**src/rtl/shift_cmd_pipeline.sv**
```systemverilog
// shift_cmd_pipeline
//   Registered command/result stage around an external combinational barrel
//   shifter. Shift commands (operand, amount, direction) are queued in a
//   DEPTH-entry FIFO. The head command is presented to the shifter, and the
//   shifter result is captured in an output register with a valid/ready
//   handshake. Producer and consumer can stall independently.
//
// Ports
//   clk, reset            clock; asynchronous active-high reset
//   in_valid/in_ready     command handshake (in_ready = FIFO not full)
//   in_a, in_amt, in_lr   command: operand, shift amount, 1=left / 0=right
//   sh_a, sh_amt, sh_lr   head command driven to the shifter (0 when empty)
//   sh_y                  combinational shifter result
//   out_valid/out_ready   result handshake
//   out_y                 registered result
//   fifo_count            number of occupied FIFO entries
module shift_cmd_pipeline #(
  parameter int N     = 8,
  parameter int DEPTH = 4
) (
  input  logic                       clk,
  input  logic                       reset,
  input  logic                       in_valid,
  output logic                       in_ready,
  input  logic [N-1:0]               in_a,
  input  logic [$clog2(N)-1:0]       in_amt,
  input  logic                       in_lr,
  output logic [N-1:0]               sh_a,
  output logic [$clog2(N)-1:0]       sh_amt,
  output logic                       sh_lr,
  input  logic [N-1:0]               sh_y,
  output logic                       out_valid,
  input  logic                       out_ready,
  output logic [N-1:0]               out_y,
  output logic [$clog2(DEPTH+1)-1:0] fifo_count
);

  localparam int AW = $clog2(N);
  localparam int PW = $clog2(DEPTH);
  localparam int CW = $clog2(DEPTH+1);

  // Command storage. Not reset: only entries between rd and wr are ever read.
  logic [N-1:0]  a_mem   [DEPTH];
  logic [AW-1:0] amt_mem [DEPTH];
  logic          lr_mem  [DEPTH];

  logic [PW-1:0] wr_ptr_p0;
  logic [PW-1:0] rd_ptr_p0;
  logic [CW-1:0] cnt_p0;
  logic [N-1:0]  y_p1;
  logic          vld_p1;

  logic push;
  logic load;
  logic fifo_empty;

  // in_ready depends on occupancy only; a pop in the same cycle does not
  // open a slot for the push (no lookahead).
  assign in_ready   = (cnt_p0 != CW'(DEPTH));
  assign fifo_empty = (cnt_p0 == '0);
  assign push       = in_valid & in_ready;
  // The output register may take a new result when it is free or is being
  // emptied this cycle. A command pushed this cycle is not yet visible.
  assign load       = !fifo_empty & (!vld_p1 | out_ready);

  // ---- stage p0: command FIFO ----
  always_ff @(posedge clk) begin
    if (push) begin
      a_mem[wr_ptr_p0]   <= in_a;
      amt_mem[wr_ptr_p0] <= in_amt;
      lr_mem[wr_ptr_p0]  <= in_lr;
    end
  end

  // Pointers wrap naturally because DEPTH is a power of two.
  always_ff @(posedge clk or posedge reset) begin
    if (reset) begin
      wr_ptr_p0 <= '0;
      rd_ptr_p0 <= '0;
      cnt_p0    <= '0;
    end else begin
      if (push) wr_ptr_p0 <= wr_ptr_p0 + 1'b1;
      if (load) rd_ptr_p0 <= rd_ptr_p0 + 1'b1;
      case ({push, load})
        2'b10:   cnt_p0 <= cnt_p0 + 1'b1;
        2'b01:   cnt_p0 <= cnt_p0 - 1'b1;
        default: cnt_p0 <= cnt_p0;
      endcase
    end
  end

  // Head command to the shifter; zeros when nothing is queued.
  always_comb begin
    sh_a   = '0;
    sh_amt = '0;
    sh_lr  = 1'b0;
    if (!fifo_empty) begin
      sh_a   = a_mem[rd_ptr_p0];
      sh_amt = amt_mem[rd_ptr_p0];
      sh_lr  = lr_mem[rd_ptr_p0];
    end
  end

  // ---- stage p1: result register ----
  // When draining with nothing to reload, only valid drops; the data holds.
  always_ff @(posedge clk or posedge reset) begin
    if (reset) begin
      y_p1   <= '0;
      vld_p1 <= 1'b0;
    end else if (load) begin
      y_p1   <= sh_y;
      vld_p1 <= 1'b1;
    end else if (vld_p1 && out_ready) begin
      vld_p1 <= 1'b0;
    end
  end

  assign out_y      = y_p1;
  assign out_valid  = vld_p1;
  assign fifo_count = cnt_p0;

endmodule

```
**config.mk**
```make
export PLATFORM = sky130hd
export DESIGN_NAME = shift_cmd_pipeline
export DESIGN_NICKNAME = d
export VERILOG_FILES = /design/src/rtl/shift_cmd_pipeline.sv
export SDC_FILE = /design/constraint.sdc
export NUM_CORES = 1
export LEC_CHECK = 0
export ABC_AREA = 1
export ABC_CLOCK_PERIOD_IN_PS = 2500
export CORE_ASPECT_RATIO = 0.8
export CORE_MARGIN = 4
export CORE_UTILIZATION = 50
export DETAILED_ROUTE_END_ITERATION = 16
export PLACE_DENSITY = 0.87
export SYNTH_ARGS = -nofsm -noshare
export SYNTH_HDL_FRONTEND = slang
export SYNTH_SLANG_ARGS = --single-unit
```
**constraint.sdc**
```tcl
create_clock -name clk -period 2.5 [get_ports clk]
set_clock_uncertainty 0.2 [all_clocks]
set_input_delay 0.25 -clock clk [delete_from_list [all_inputs] [get_ports clk]]
set_output_delay 0.25 -clock clk [all_outputs]
set_load 0.05 [all_outputs]
```
==> parameters.txt, run 1 <==
Parameter                              Value

Timing
  Post-Route Setup TNS    0 ns
  Count of endpoints failing setup in the final report    0
  Worst-Margin Slew    0.636 ns
  Number of slew-limit violations in the final report    0
  Worst relative slew slack    0.576
  Final period demand of the worst path    2.31 ns
  RSZ-0062 raised after global routing    no
  Crit share post-route    0.923
  Hold Vio Cnt, Final    0
  Peak Freq    433 MHz

Synth
  Cells after Synth    285
  Area of the mapped netlist    2950 µm²
  Post-synth top area cell    edfxtp_1
  Main combinational cell family by area after synthesis    simple AND/OR/NAND/NOR gates
  Adder-cell share of the synthesized area    0.0280
  Synthesized-area fraction occupied by and/or/nand/nor cells    0.194
  Ys Warns    0
  Total of flip-flops plus latches after synthesis    64
  Seq/Total Area, Yosys    0.625
  Synth Area in Compound Gates    0.0327
  Net count of the mapped netlist    315
  Cell types occupying the most area after synthesis    edfxtp_1 (49%), dfrtp_1 (14%), nand2_1 (9.7%)
  Number of unique standard cell types used by synthesis    21
  Synth Area in XOR/XNOR    0.00594
  Share of cell area taken by muxes after synthesis    0
  Area share of the leading cell type in the synthesized netlist    0.489
  Post-Synthesis Mean Instance Area    10.3 µm²

Global route
  Global Route Usage Sum    0.180
  Leftover overflow at the end of global routing    0
  Global routing met3 resource utilization    0.0577
  Most heavily used metal layer in global routing    met2
  Pin count of the biggest net entering global routing    26
  Met2 GRT Util    0.306
  Via count of the first global-routing pass    2095
  Met1 usage in global routing    0.202
  Antenna violations before repair    0
  Wire length of the first global-routing pass    9.72 mm

Cells and area
  Combined area of the multi-input logic cells    773 µm²
  Sequential cell area    1840 µm²
  Filler Cell Count    397
  Layout net count    371
  Antenna diodes    0
  Proportion of layout cells with a drive suffix above 1    0.188
  Filler-free cell count of the finished design    424
  Area growth from synthesis to layout    28.1%
  Final design utilization    0.676

Drt
  Total number of vias    2045
  Iter 0 DRT Violations    124
  Routed via count divided by cell count    4.82
  DRT Wirelength    5.98 mm
  Detailed-route DRC error count    0
  Average wire length per cell after detail routing    14.1 µm
  Detailed-routing iteration count for the pre-antenna-repair pass    4
  Number of nets with antenna violations after detailed routing    0

Floorplan
  Die Width    93.8 µm
  Top-Level Pins    49
  # rows    24
  Die Height    76.7 µm
  Standard cell core area    5590 µm²
  Starting Density    0.528
  Area of the die    7190 µm²

Critical path
  Setup crit end kind    output port
  CP required    2.05 ns
  Kind of start point of the critical path    flip-flop
  Kind of cell adding the most delay to the critical path    buffers and inverters
  Worst Setup Path Type    reg2out
  Slowest library cell on the worst path    inv_1
  Arrival @ worst endpoint    1.86 ns
  Chain of cells forming the critical path    inv_1, nand3_2, inv_1, a21oi_1, buf_12
  Worst-path maximum fanout    13
  Number of buffer and inverter instances along the worst setup path    3
  Largest stage delay on the critical path    0.49 ns
  Cell type with the highest occurrence count on the critical path    inv_1

Power
  VDD IR max    0.795 mV
  Switching Share    0.457
  Cell Int Power    3.04 mW
  Reg power frac    0.288
  Part of the total power dissipated in combinational logic    0.586
  Reported leakage power    1.72 nW
  Pwr Density    1480 nW/µm²
  Proportion of power drawn by the clock network    0.126
  Psw    2.55 mW
  Final Total Pwr    5.59 mW

Clocking
  Post-CTS Repair Setup Buffers    0
  Clock edge transition at the registers on the reported setup and hold paths    0.06 ns
  CTS tree    built
  TritonCTS Buffers    9
  CTS H-Tree Depth    3
  Cts repair resizes    0
  Buffer type at the clock tree root    clkbuf_8
  Hold-fix buffers at CTS    0
  Clock latency on the worst-skew pair    0.34 ns
  CTS max path bufs    2
  Clk sinks    64

Place
  Detailed placement HPWL    4.25 mm
  Inst Count DP    408
  Number of port buffers    48
  Routability congestion estimate from global placement    0.769

Flow run
  Count of maximum capacitance violations    0

Hold path
  Type of the most critical hold path    in2async

Run status
  Result of the run    finished, final reports clean
==> logic make-up after synthesis <==
kind of cell | Yosys count
AND/OR/NAND/NOR | 123
buffers and inverters | 76
flip-flops | 64
AO/OA/AOI/OAI | 14
adder cells (fa/ha/maj) | 6
XOR/XNOR | 2
==> layout by cell type, fill, tap and decap left out <==
master,n
nand2_1,76
inv_1,61
edfxtp_1,48
clkdlybuf4s50_1,36
nand3_1,21
dfrtp_1,16
nand2_2,12
buf_12,12
nand3_2,9
clkbuf_8,9
a21oi_2,7
buf_4,7
a21oi_1,5
ha_1,5
inv_2,4
nor2_1,4
clkbuf_1,3
clkinv_2,3
xnor2_1,2
o21ai_0,1
inv_4,1
nand4_1,1
o21ai_1,1
fa_1,1
clkinvlp_4,1
==> layer usage <==
layer / routed length (µm) / vias up
li1: - / 994
met1: 2270 / 977
met2: 3200 / 59
met3: 331 / 15
met4: 179 / 0
met5: 0 / -
==> power groups by stage <==
stage / Clock [mW] / Sequential [mW] / Combinational, mW
2_1_floorplan: 0 / 1.89 / 1.76
3_3_place_gp: 0 / 1.61 / 3.20
3_5_place_dp: 0 / 1.63 / 3.28
4_1_cts: 0.724 / 1.61 / 3.30
5_1_grt: 0.772 / 1.64 / 3.48
6_report: 0.706 / 1.61 / 3.28
==> cell usage after synthesis, drive strengths merged <==
master  instances
edfxtp         48
inv            66
a21oi          12
xnor2           2
nand4           1
o21ai           2
nor2            4
ha              5
buf            10
dfrtp          16
fa              1
nand3          30
nand2          88
==> stage by stage <==
| stage | setup slack, ns | hold slack [ns] | instance area, µm² |
|---|---|---|---|
| floorplan | 0.0586 | -0.0363 | 2950 |
| global placement | 0.291 | 0.264 | 3620 |
| detailed placement | 0.165 | 0.277 | 3620 |
| CTS | 0.204 | 0.0926 | 3770 |
| global route | 0.0373 | 0.142 | 3770 |
| finish | 0.193 | 0.0822 | 3770 |
==> cell type report <==
type	count	share of cell area
well taps	78	0.0259
repair buffers	55	0.173
inverters	66	0.0663
multi-input cells	145	0.205
clock inverters	4	0.00597
flip-flops and latches	64	0.488
clock buffers	12	0.0358
==> final timing paths <==
path | from | end | slack (ns) | cells after the start
min in group clk | sh_y[1] | out_y[1] | 0.24 | 3
max reg2reg | fifo_count[2] | fifo_count[2] | 0.39 | 11
min reg2reg | out_y[2] | out_y[2] | 0.29 | 2
min | reset | fifo_count[2] | 0.08 | 2
max in group asynchronous | reset | out_y[7] | 1.61 | 2
max | fifo_count[2] | sh_amt[0] | 0.19 | 5
==> state kept, by name, summed over array words and instances (netlist names) <==
name / flops
amt_mem: 12
lr_mem: 4
fifo_count: 3
a_mem: 32
rd_ptr_p0: 2
out_valid: 1
wr_ptr_p0: 2
out_y: 8
Power figures use the tool's default switching activity.
==> inputs of run 2 (changes only) <==
- CTS_CLUSTER_DIAMETER: default -> 30
==> results of run 2 <==
Same layout as run 1: the final DEF is identical, and so are final timing and power.
==> inputs of run 3 (changes only) <==
- CAP_MARGIN: default -> 10
- MAX_ROUTING_LAYER: default -> met4
==> parameters.txt, run 3 (synthesis gave the netlist of run 1 again) <==
Parameter                              Value

Run status
  Result of the run    finished, final reports clean

Clocking
  Post-CTS Repair Setup Buffers    0
  Clock edge transition at the registers on the reported setup and hold paths    0.07 ns
  CTS tree    built
  CTS max path bufs    2
  TritonCTS Buffers    9
  Hold-fix buffers at CTS    0
  Clock latency on the worst-skew pair    0.34 ns
  CTS H-Tree Depth    3
  Buffer type at the clock tree root    clkbuf_8
  Clk sinks    64
  Cts repair resizes    0

Cells and area
  Biggest register    a_mem
  Max reg flops    32
  Most frequent standard cell in the layout excluding fill and tap cells    nand2_1
  Layout net count    371
  Commonest non-fill, non-tap cells in the layout    nand2_1 (76), inv_1 (61), edfxtp_1 (48)
  Proportion of layout cells with a drive suffix above 1    0.188
  Area growth from synthesis to layout    28.1%
  Antenna diodes    0

Power
  Reported leakage power    1.72 nW
  Part of the total power dissipated in combinational logic    0.586
  Pwr Density    1480 nW/µm²
  Reg power frac    0.288
  Psw    2.55 mW
  Proportion of power drawn by the clock network    0.126
  VDD IR max    0.795 mV
  Switching Share    0.456
  Cell Int Power    3.04 mW

Drt
  Average wire length per cell after detail routing    14.1 µm
  Detailed-route DRC error count    0
  Total number of vias    2059
  Number of nets with antenna violations after detailed routing    0
  Iter 0 DRT Violations    123
  DRT Wirelength    5.98 mm
  Detailed-routing iteration count for the pre-antenna-repair pass    5
  Routed via count divided by cell count    4.86

Timing
  Count of endpoints failing setup in the final report    0
  Post-Route Setup TNS    0 ns
  Crit share post-route    0.916
  Slack of the critical path    0.211 ns
  Final period demand of the worst path    2.29 ns
  Number of slew-limit violations in the final report    0
  Worst relative slew slack    0.582
  Hold Vio Cnt, Final    0
  Peak Freq    437 MHz
  RSZ-0062 raised after global routing    no
  Worst-Margin Slew    0.626 ns

Global route
  Wire length of the first global-routing pass    9.71 mm
  Leftover overflow at the end of global routing    0
  Antenna violations before repair    0
  Pin count of the biggest net entering global routing    26
  Global Route Usage Sum    0.185
  Via count of the first global-routing pass    2092

Critical path
  Kind of cell adding the most delay to the critical path    flip-flops
  Setup slack of the worst register-to-register path    0.39 ns
  Worst-path maximum fanout    25
  CP required    2.05 ns
  Endpoint of the lowest-slack register-to-register path    fifo_count[2]
  Worst reg-to-reg path cell count    11
  Startpoint of the most critical register-to-register path    fifo_count[2]
  Chain of cells forming the critical path    inv_4, nand2_1, nand3_1, a21oi_1, buf_12
  Worst Setup Path Type    reg2out
  Largest stage delay on the critical path    0.63 ns
  Kind of start point of the critical path    flip-flop
  Arrival @ worst endpoint    1.84 ns
  Number of buffer and inverter instances along the worst setup path    2
  Slowest library cell on the worst path    dfrtp_1
  Setup crit end kind    output port

Floorplan
  Die Width    93.8 µm
  Die Height    76.7 µm
  Area of the die    7190 µm²
  Starting Density    0.528
  # rows    24
  Top-Level Pins    49
  Standard cell core area    5590 µm²

Hold path
  Type of the most critical hold path    in2async

Place
  Number of port buffers    48
  Post-Place Worst Slack    0.165 ns
  Detailed placement HPWL    4.25 mm
  Routability congestion estimate from global placement    0.779

Flow run
  Count of maximum capacitance violations    0
run 3: cell counts in the layout (fill, tap and decap cells not counted):
Identical to the previous run, type by type.
run 3: per-layer routing:
layer / up-vias / track usage / wire, µm
met5: - / - / 0
met4: 0 / 0.0880 / 157
met3: 15 / 0.0558 / 393
met2: 71 / 0.307 / 3220
met1: 978 / 0.204 / 2210
li1: 995 / - / -
run 3: cell type report:
cell class | instances | area, µm²
sequential | 64 | 1840
fill | 397 | 1810
multi-input combinational | 145 | 773
timing repair buffer | 55 | 653
inverter | 66 | 250
clock buffer | 12 | 135
tap | 78 | 97.6
clock inverter | 4 | 22.5
run 3: power groups by stage:
stage | Clock, mW | Sequential, mW | Combinational, mW
2_1_floorplan | 0 | 1.89 | 1.76
3_3_place_gp | 0 | 1.61 | 3.20
3_5_place_dp | 0 | 1.63 | 3.28
4_1_cts | 0.724 | 1.61 | 3.30
5_1_grt | 0.772 | 1.64 | 3.48
6_report | 0.704 | 1.61 | 3.28
run 3: through the flow:
stage	total power [mW]	instances	hold WS, ns	cell area [µm²]	util
2_1_floorplan	3.65	285	-0.0363	2950	-
3_3_place_gp	4.81	408	0.264	3620	0.647
3_5_place_dp	4.91	408	0.277	3620	0.647
4_1_cts	5.63	424	0.0926	3770	0.676
5_1_grt	5.90	424	0.142	3770	0.676
6_report	5.59	424	0.0859	3770	0.676
run 3: worst max-delay path by stage:
| stage | startpoint | endpoint | cells after the start | slack [ns] |
|---|---|---|---|---|
| finish | rd_ptr_p0[0] | sh_amt[1] | 5 | 0.21 |
| global placement | out_ready | fifo_count[2] | 12 | 0.29 |
| global route | rd_ptr_p0[0] | sh_amt[0] | 5 | 0.04 |
| detailed placement | out_ready | fifo_count[2] | 12 | 0.17 |
| floorplan | fifo_count[2] | fifo_count[2] | 9 | 0.06 |
| CTS | fifo_count[2] | sh_a[7] | 5 | 0.20 |
